$ cat src/rtl/thermo_pkg.sv
// Shared types and helpers for the thermometer pattern generator.
//   state_e    : generator FSM state (IDLE / SINGLE / SWEEP), built on the
//                S_* localparam encodings so older code can keep using them.
//   mode_e     : request mode field encodings 0..3 (3 is reserved and
//                behaves like SINGLE).
//   sat_count  : clamps a requested count to the word width.
package thermo_pkg;

  localparam logic [1:0] S_IDLE   = 2'd0;
  localparam logic [1:0] S_SINGLE = 2'd1;
  localparam logic [1:0] S_SWEEP  = 2'd2;

  typedef enum logic [1:0] {
    ST_IDLE   = S_IDLE,
    ST_SINGLE = S_SINGLE,
    ST_SWEEP  = S_SWEEP
  } state_e;

  typedef enum logic [1:0] {
    MODE_SINGLE   = 2'd0,
    MODE_SWEEP_UP = 2'd1,
    MODE_SWEEP_DN = 2'd2,
    MODE_RSVD     = 2'd3
  } mode_e;

  // Requests larger than the word width produce an all-ones word.
  function automatic int unsigned sat_count(input int unsigned k, input int unsigned n);
    return (k > n) ? n : k;
  endfunction

endpackage

$ cat src/rtl/therm_encode.sv
// Combinational count -> thermometer encoder.
//   count  [CW-1:0] : number of low bits to set (0..N)
//   bubble          : when set and count >= 2, bit count-2 is cleared so
//                     the word has popcount count-1 (one interior hole)
//   x      [N-1:0]  : thermometer word, bit i = (i < count)
module therm_encode
  import thermo_pkg::*;
#(
  parameter int N  = 64,
  parameter int CW = $clog2(N) + 1
) (
  input  logic [CW-1:0] count,
  input  logic          bubble,
  output logic [N-1:0]  x
);

  always_comb begin
    x = '0;
    for (int i = 0; i < N; i++) begin
      // The hole sits one below the top set bit, so the word still looks
      // like a delay-line capture with a single metastable tap.
      x[i] = (i < int'(count)) &&
             !(bubble && (int'(count) >= 2) && (i == int'(count) - 2));
    end
  end

endmodule

$ cat src/rtl/thermo_pattern_gen.sv
// Thermometer-code pattern generator feeding the pop-count self-test path.
// Emits a single thermometer word (optionally with one bubble) or a sweep of
// all counts 0..N / N..0, one word per enabled cycle.
//
// Ports:
//   clk, rst        : clock, synchronous active-high reset
//   en              : advance enable; low freezes everything, val_out/done drop
//   start           : request pulse, accepted only in IDLE with en=1
//   mode [1:0]      : 0 SINGLE, 1 SWEEP_UP, 2 SWEEP_DN, 3 treated as SINGLE
//   count_in [CW-1:0]: SINGLE count, clamped to N
//   bubble_in       : inject one bubble into a SINGLE word (k >= 2)
//   x_out [N-1:0]   : thermometer word
//   val_out         : x_out carries a new word this cycle
//   busy            : FSM not in IDLE
//   done            : last word of the operation (coincides with val_out)
//   dbg_state [1:0] : current FSM state for observation
//
// Handshake: val_out is a one-cycle valid with no back-pressure; every cycle
// with val_out=1 is exactly one word for the consumer, and the word stays on
// x_out until the next one is emitted. All outputs come straight from flops.
module thermo_pattern_gen
  import thermo_pkg::*;
#(
  parameter int N  = 64,
  parameter int CW = $clog2(N) + 1
) (
  input  logic          clk,
  input  logic          rst,
  input  logic          en,
  input  logic          start,
  input  logic [1:0]    mode,
  input  logic [CW-1:0] count_in,
  input  logic          bubble_in,
  output logic [N-1:0]  x_out,
  output logic          val_out,
  output logic          busy,
  output logic          done,
  output logic [1:0]    dbg_state
);

  localparam logic [CW-1:0] K_MAX = CW'(N);
  localparam logic [CW-1:0] K_ONE = CW'(1);

  state_e        state_q, state_d;
  logic [CW-1:0] cnt_q, cnt_d;   // k of the word currently on x_out
  logic          dn_q, dn_d;     // sweep direction: 1 = counting down
  logic [N-1:0]  x_q, x_d;
  logic          val_q, val_d;
  logic          done_q, done_d;

  mode_e         mode_sel;
  logic          is_sweep;
  logic [CW-1:0] sat_k;
  logic [CW-1:0] term_k;
  logic [CW-1:0] enc_k;
  logic          enc_bubble;
  logic [N-1:0]  enc_x;

  assign mode_sel = mode_e'(mode);
  assign is_sweep = (mode_sel == MODE_SWEEP_UP) || (mode_sel == MODE_SWEEP_DN);
  assign sat_k    = CW'(sat_count(32'(count_in), N));
  assign term_k   = dn_q ? '0 : K_MAX;

  // Count for the word that would be emitted at the next edge. In IDLE it
  // comes from the request; in SWEEP it is the neighbour of the current k.
  // The underflow/overflow value at the sweep end is never used because the
  // terminal compare below stops the sweep first.
  always_comb begin
    enc_k      = cnt_q;
    enc_bubble = 1'b0;
    if (state_q == ST_IDLE) begin
      if (is_sweep) begin
        enc_k = (mode_sel == MODE_SWEEP_DN) ? K_MAX : '0;
      end else begin
        enc_k      = sat_k;
        enc_bubble = bubble_in;
      end
    end else if (dn_q) begin
      enc_k = cnt_q - K_ONE;
    end else begin
      enc_k = cnt_q + K_ONE;
    end
  end

  therm_encode #(
    .N (N),
    .CW(CW)
  ) u_encode (
    .count (enc_k),
    .bubble(enc_bubble),
    .x     (enc_x)
  );

  always_comb begin
    state_d = state_q;
    cnt_d   = cnt_q;
    dn_d    = dn_q;
    x_d     = x_q;
    val_d   = 1'b0;
    done_d  = 1'b0;
    case (state_q)
      ST_IDLE: begin
        if (en && start) begin
          cnt_d = enc_k;
          x_d   = enc_x;
          val_d = 1'b1;
          if (is_sweep) begin
            state_d = ST_SWEEP;
            dn_d    = (mode_sel == MODE_SWEEP_DN);
          end else begin
            state_d = ST_SINGLE;
            done_d  = 1'b1;
          end
        end
      end
      ST_SINGLE: begin
        // The word was issued on entry; leave once the consumer has had it.
        if (en) begin
          state_d = ST_IDLE;
        end
      end
      ST_SWEEP: begin
        if (en) begin
          // Compare before stepping so the counter never wraps past N or 0.
          if (cnt_q == term_k) begin
            state_d = ST_IDLE;
          end else begin
            cnt_d  = enc_k;
            x_d    = enc_x;
            val_d  = 1'b1;
            done_d = (enc_k == term_k);
          end
        end
      end
      default: begin
        state_d = ST_IDLE;
      end
    endcase
  end

  always_ff @(posedge clk) begin
    if (rst) begin
      state_q <= ST_IDLE;
      cnt_q   <= '0;
      dn_q    <= 1'b0;
      x_q     <= '0;
      val_q   <= 1'b0;
      done_q  <= 1'b0;
    end else begin
      state_q <= state_d;
      cnt_q   <= cnt_d;
      dn_q    <= dn_d;
      x_q     <= x_d;
      val_q   <= val_d;
      done_q  <= done_d;
    end
  end

  assign x_out     = x_q;
  assign val_out   = val_q;
  assign done      = done_q;
  assign busy      = (state_q != ST_IDLE);
  assign dbg_state = state_q;

endmodule
$ cat config.mk
export PLATFORM = sky130hd
export DESIGN_NAME = thermo_pattern_gen
export DESIGN_NICKNAME = d
export VERILOG_FILES = /design/src/rtl/thermo_pkg.sv /design/src/rtl/therm_encode.sv /design/src/rtl/thermo_pattern_gen.sv
export SDC_FILE = /design/constraint.sdc
export NUM_CORES = 1
export LEC_CHECK = 0
export CAP_MARGIN = 10
export CORE_MARGIN = 1.5
export CORE_UTILIZATION = 45
export DETAILED_ROUTE_END_ITERATION = 8
export PLACE_DENSITY_LB_ADDON = 0.08
export SLEW_MARGIN = 10
export SYNTH_ARGS = -nofsm -noshare
export SYNTH_HDL_FRONTEND = slang
export SYNTH_HIERARCHICAL = 1
export SYNTH_SLANG_ARGS = --single-unit
$ cat constraint.sdc
create_clock -name clk -period 6.5 [get_ports clk]
set_input_delay 1.95 -clock clk [delete_from_list [all_inputs] [get_ports clk]]
set_output_delay 1.95 -clock clk [all_outputs]
set_load 0.01 [all_outputs]
==> flow_summary.json, run 1 <==
{
  "vias_per_cell": 5.78,
  "r2r-start": "dn_q",
  "met2_length_mm": 6.74,
  "cp_slowest_stage_delay_ns": 0.58,
  "gp_congestion": 0.956,
  "max_slew_margin_pct": 26.2,
  "hold_buffers": 0,
  "yosysSeqAreaShare_pct": 34.0,
  "met1_length_mm": 6.37,
  "worstHoldStart": "x_out[38]",
  "required_ns": 6.80,
  "slew_violations": 0,
  "vias": 4697,
  "cts_resized": 0,
  "avgSynthCellArea_um2": 7.41,
  "fin_crit_ns": 5.28,
  "fin_tns_setup_ns": 0,
  "synthFlopType": "dfxtp_1",
  "worst-setup-path-type": "in -> reg",
  "n_fill_cell": 949,
  "r2r_slack_ns": 2.52,
  "cts_tree": "done",
  "min_period_over_period_pct": 81.3,
  "cp_cell_sequence": "clkdlybuf4s50_1 -> inv_1 -> ha_1 -> nor4b_1 -> buf_4 -> nand2_1 -> o21ai_0 -> inv_1 -> buf_4 -> ha_1 -> o21ai_0 -> and3_1 -> a221oi_1 -> nand2_1 -> a21oi_1",
  "synth_edf_count": 0,
  "synthCells": 604,
  "path_buf_inv": 5,
  "die_y_um": 103,
  "final-seq-area_um2": 1520,
  "grt_use_total_pct": 27.8,
  "vdd_drop_max_mv": 0.120,
  "grt_pass1_wl_mm": 22.2,
  "hold_violations": 0,
  "initial_core_util_pct": 46.0,
  "core_area_um2": 9730,
  "fmax_mhz": 189,
  "worst-path-max-fanout": 16,
  "post_cts_buffers": 0,
  "drc": 0,
  "final_common_cell": "nand2_1",
  "first_global_vias": 4237,
  "layout.nets": 700,
  "synth_seq_cells": 76,
  "rows": 36,
  "insertion_delay_ns": 0.37,
  "drive_gt1_share_pct": 9.57,
  "grt_antenna_before_repair": 0,
  "ant_nets": 0,
  "hpwl_mm": 10.3,
  "path_delay_family": "compound AO/OA/AOI/OAI gates",
  "htreeDepth": 3,
  "p_leak_nw": 2.05,
  "first_pass_iters": 5,
  "antennaDiodeCount": 0,
  "skew_ns": 0.00950,
  "numClockSinks": 76,
  "grt_remaining_overflow": 0,
  "clk_root_buffer_cell": "clkbuf_8",
  "die_w_um": 103,
  "wl_met3_um": 913,
  "io_pins": 83,
  "ys_types": 60,
  "top_layer": "met4",
  "grt_max_degree": 74,
  "power_density_nw_per_um2": 250,
  "hp-class": "reg -> reg",
  "avgRoutedWirePerCell_um": 17.7,
  "drt-total-wl_mm": 14.3,
  "cp-startpoint": "mode[0]",
  "start_kind": "input port",
  "io_buffers": 82,
  "area_delta_synth_final_pct": 25.0,
  "multiInputGateArea_um2": 2630,
  "power.total_mw": 1.40,
  "drv_cap": 0,
  "drt_iter0_markers": 323,
  "synth_area_um2": 4470,
  "cp_slowest_cell": "ha_1",
  "final_cell_mix": "nand2_1, a21oi_1, clkdlybuf4s50_1",
  "cts_buffers": 9,
  "critPathCaptureType": "register",
  "status": "finished, final reports clean",
  "ys_warn_count": 6,
  "cts.path.max_buffers": 2,
  "syn_nets": 630,
  "rsz0062_at_grt": "false",
  "worstPathArrival_ns": 5.58,
  "setup_viol": 0,
  "async_flop_share_pct": 0,
  "worstMarginPinSlew_ns": 1.10,
  "dieArea_um2": 10500,
  "path_clk_slew_ns": 0.08
}
## routing by layer
metal / track usage, % / vias to the layer above
met4: 10.2 / 0
met2: 46.0 / 193
met3: 4.81 / 25
met1: 36.3 / 2220
li1: - / 2259
met5: 0 / -
## cell families (layout without fill, tap and decap cells)
group                    Yosys count  after routing  share of synthesized area [%]
flip-flops                        76             76                           34.0
AND/OR/NAND/NOR                  243            243                           23.8
AO/OA/AOI/OAI                    204            204                           29.0
adder cells (fa/ha/maj)           12             12                           3.52
buffers and inverters             60            135                           7.58
multiplexers                       4              4                          0.923
XOR/XNOR                           5              5                           1.15
## cell type report
type	count	area share, %
repair buffers	106	17.9
clock inverters	4	1.30
inverters	13	0.873
clock buffers	12	2.60
well taps	133	2.98
flip-flops and latches	76	27.2
multi-input cells	468	47.1
## cells in the mapped netlist (4+ instances only)
cell	instances	area (µm²)
nor3b_1	4	30.0
dfxtp_1	76	1520
a22oi_1	16	120
buf_6	13	146
a31oi_1	7	43.8
a211oi_1	5	37.5
nand3_1	8	40.0
ha_1	11	138
a221oi_1	15	131
a221oi_2	6	90.1
nand2_1	154	578
a21oi_1	114	571
clkbuf_1	23	86.3
nor2_1	32	120
o21ai_0	18	90.1
inv_1	12	45.0
buf_2	9	45.0
and3_1	4	25.0
nor3_1	15	75.1
## stage by stage
step / hold slack (ns) / worst slack (ns) / area, µm² / std cells / utilization, %
2_1_floorplan: 0.481 / 1.35 / 4470 / 604 / -
3_3_place_gp: 0.441 / 0.916 / 5350 / 795 / 55.0
3_5_place_dp: 0.447 / 0.933 / 5350 / 795 / 55.0
4_1_cts: 0.457 / 1.32 / 5570 / 811 / 57.2
5_1_grt: 0.471 / 1.05 / 5590 / 812 / 57.5
6_report: 0.455 / 1.22 / 5590 / 812 / 57.5
## power by group
| group | switching, mW | total, mW | internal (mW) |
|---|---|---|---|
| clock | 0.180 | 0.407 | 0.227 |
| sequential | 0.0226 | 0.526 | 0.503 |
| combinational | 0.284 | 0.467 | 0.183 |
## worst paths after layout
path | to | cells past startpoint
max | x_out[35] | 15
min | x_out[38] | 2
max reg2reg | x_out[22] | 15
min reg2reg | x_out[38] | 2
## tightest hold or removal path: stages, from the launching register on
cell     delay, ns
dfxtp_1       0.31
nand2_1       0.05
a21oi_1       0.05
## state kept, by name, indices dropped and copies added, names as in the netlist
signal,count
done,1
dbg_state,2
x_out,64
val_out,1
cnt_q,7
dn_q,1
Power figures use the tool's default switching activity.
==> run 2: changes to the inputs <==
==> constraint.sdc (replaced) <==
create_clock -name clk -period 4.3 [get_ports clk]
set_input_delay 1.29 -clock clk [delete_from_list [all_inputs] [get_ports clk]]
set_output_delay 1.29 -clock clk [all_outputs]
set_load 0.01 [all_outputs]
==> flow_summary.json, run 2 (same netlist as run 1, synthesis figures left out) <==
{
  "ant_nets": 0,
  "drt-total-wl_mm": 15.0,
  "cp_slowest_stage_delay_ns": 0.72,
  "drt_iter0_markers": 292,
  "largest_reg_flops": 64,
  "die_y_um": 103,
  "max_slew_margin_pct": 41.6,
  "initial_core_util_pct": 46.0,
  "min_period_over_period_pct": 95.7,
  "slew_violations": 0,
  "die_w_um": 103,
  "gp_congestion": 1.06,
  "final_common_cell": "nand2_1",
  "hold_buffers": 0,
  "grt_remaining_overflow": 0,
  "io_pins": 83,
  "core_area_um2": 9730,
  "status": "finished, final reports clean",
  "start_kind": "input port",
  "htreeDepth": 3,
  "final_cell_mix": "nand2_1, a21oi_1, clkdlybuf4s50_1",
  "avgRoutedWirePerCell_um": 17.4,
  "hp-class": "reg -> reg",
  "layout.nets": 748,
  "grt_max_degree": 71,
  "skew_ns": 0.00606,
  "clk_root_buffer_cell": "clkbuf_8",
  "critPathCaptureType": "register",
  "cts.path.max_buffers": 2,
  "worst-path-max-fanout": 7,
  "grt_use_total_pct": 28.9,
  "drc": 0,
  "fmax_mhz": 243,
  "setup_slack_ns": 0.187,
  "fin_crit_ns": 4.11,
  "cts_tree": "done",
  "dp.cells": 843,
  "worstPathArrival_ns": 4.34,
  "vias": 4871,
  "hpwl_mm": 11.0,
  "area_delta_synth_final_pct": 33.8,
  "vdd_drop_max_mv": 0.188,
  "final_core_util_pct": 61.5,
  "power_density_nw_per_um2": 359,
  "first_global_vias": 4496,
  "cts_buffers": 9,
  "insertion_delay_ns": 0.36,
  "worstMarginPinSlew_ns": 0.873,
  "numClockSinks": 76,
  "vias_per_cell": 5.66,
  "cp_cell_sequence": "clkdlybuf4s50_1 -> inv_1 -> ha_1 -> nor4b_4 -> buf_4 -> buf_4 -> nand2_1 -> nand2_1 -> buf_4 -> inv_1 -> nor3_1 -> a221oi_1 -> nand2_1 -> a21oi_1",
  "path_clk_slew_ns": 0.09,
  "setup_viol": 0,
  "io_buffers": 82,
  "first_pass_iters": 5,
  "dieArea_um2": 10500,
  "required_ns": 4.53,
  "power.total_mw": 2.15,
  "drive_gt1_share_pct": 16.0,
  "drv_cap": 0,
  "finalNonFillerCells": 860,
  "worst-setup-path-type": "in -> reg",
  "grt_antenna_before_repair": 0,
  "grt_pass1_wl_mm": 23.0,
  "rsz0062_at_grt": "false",
  "antennaDiodeCount": 0,
  "rows": 36,
  "p_leak_nw": 2.29,
  "hold_violations": 0,
  "place_ws_ns": -0.261,
  "cp_slowest_cell": "nor3_1"
}
-- run 2: changes by cell type in the layout (fill, tap and decap cells not counted), moves of 2 or more --
cell	delta
buf_12	+2
buf_4	+47
o22ai_2	-2
clkinv_4	+2
o22ai_4	+2
-- run 2: cell type report --
class,instances,area (µm²)
clock inverter,6,65.1
timing repair buffer,154,1380
inverter,13,48.8
sequential,76,1520
clock buffer,10,128
fill,957,3740
multi-input combinational,468,2670
tap,133,166
-- run 2: routing by layer --
metal / up-vias / GRT usage, % / wire length, µm
met5: - / 0 / 0
met4: 0 / 12.2 / 458
met3: 39 / 5.56 / 920
met2: 201 / 48.9 / 7070
met1: 2278 / 36.0 / 6510
li1: 2353 / - / -
-- run 2: path summary, 6_finish.rpt --
check,startpoint,endpoint,slack [ns],cells after the start
setup / recovery,mode[0],x_out[49],0.19,14
hold / removal,x_out[32],x_out[32],0.46,2
setup reg to reg,dn_q,x_out[45],0.63,15
hold reg to reg,x_out[32],x_out[32],0.46,2
-- run 2: report_power, final --
| group | internal, mW | switching (mW) |
|---|---|---|
| logic | 0.353 | 0.452 |
| clock network | 0.268 | 0.281 |
| registers | 0.760 | 0.0355 |
-- run 2: per-stage QoR --
step | setup TNS, ns | cell area [µm²] | hold slack (ns)
2_1_floorplan | 0 | 4480 | 0.481
3_5_place_dp | -8.73 | 5740 | 0.448
5_1_grt | 0 | 5980 | 0.474
4_1_cts | 0 | 5930 | 0.457
3_3_place_gp | -6.65 | 5740 | 0.444
6_report | 0 | 5980 | 0.456
-- run 2: timing repair --
item	4_1_cts	5_1_grt
setup endpoints to repair	0	31
buffers inserted	0	1
resized for setup	0	7
-- run 2: critical path: cells and delay by family --
family,cells,cell delay (ns)
AND/OR/NAND/NOR,5,1.39
buffers and inverters,6,1.06
adder cells (fa/ha/maj),1,0.30
AO/OA/AOI/OAI,2,0.29
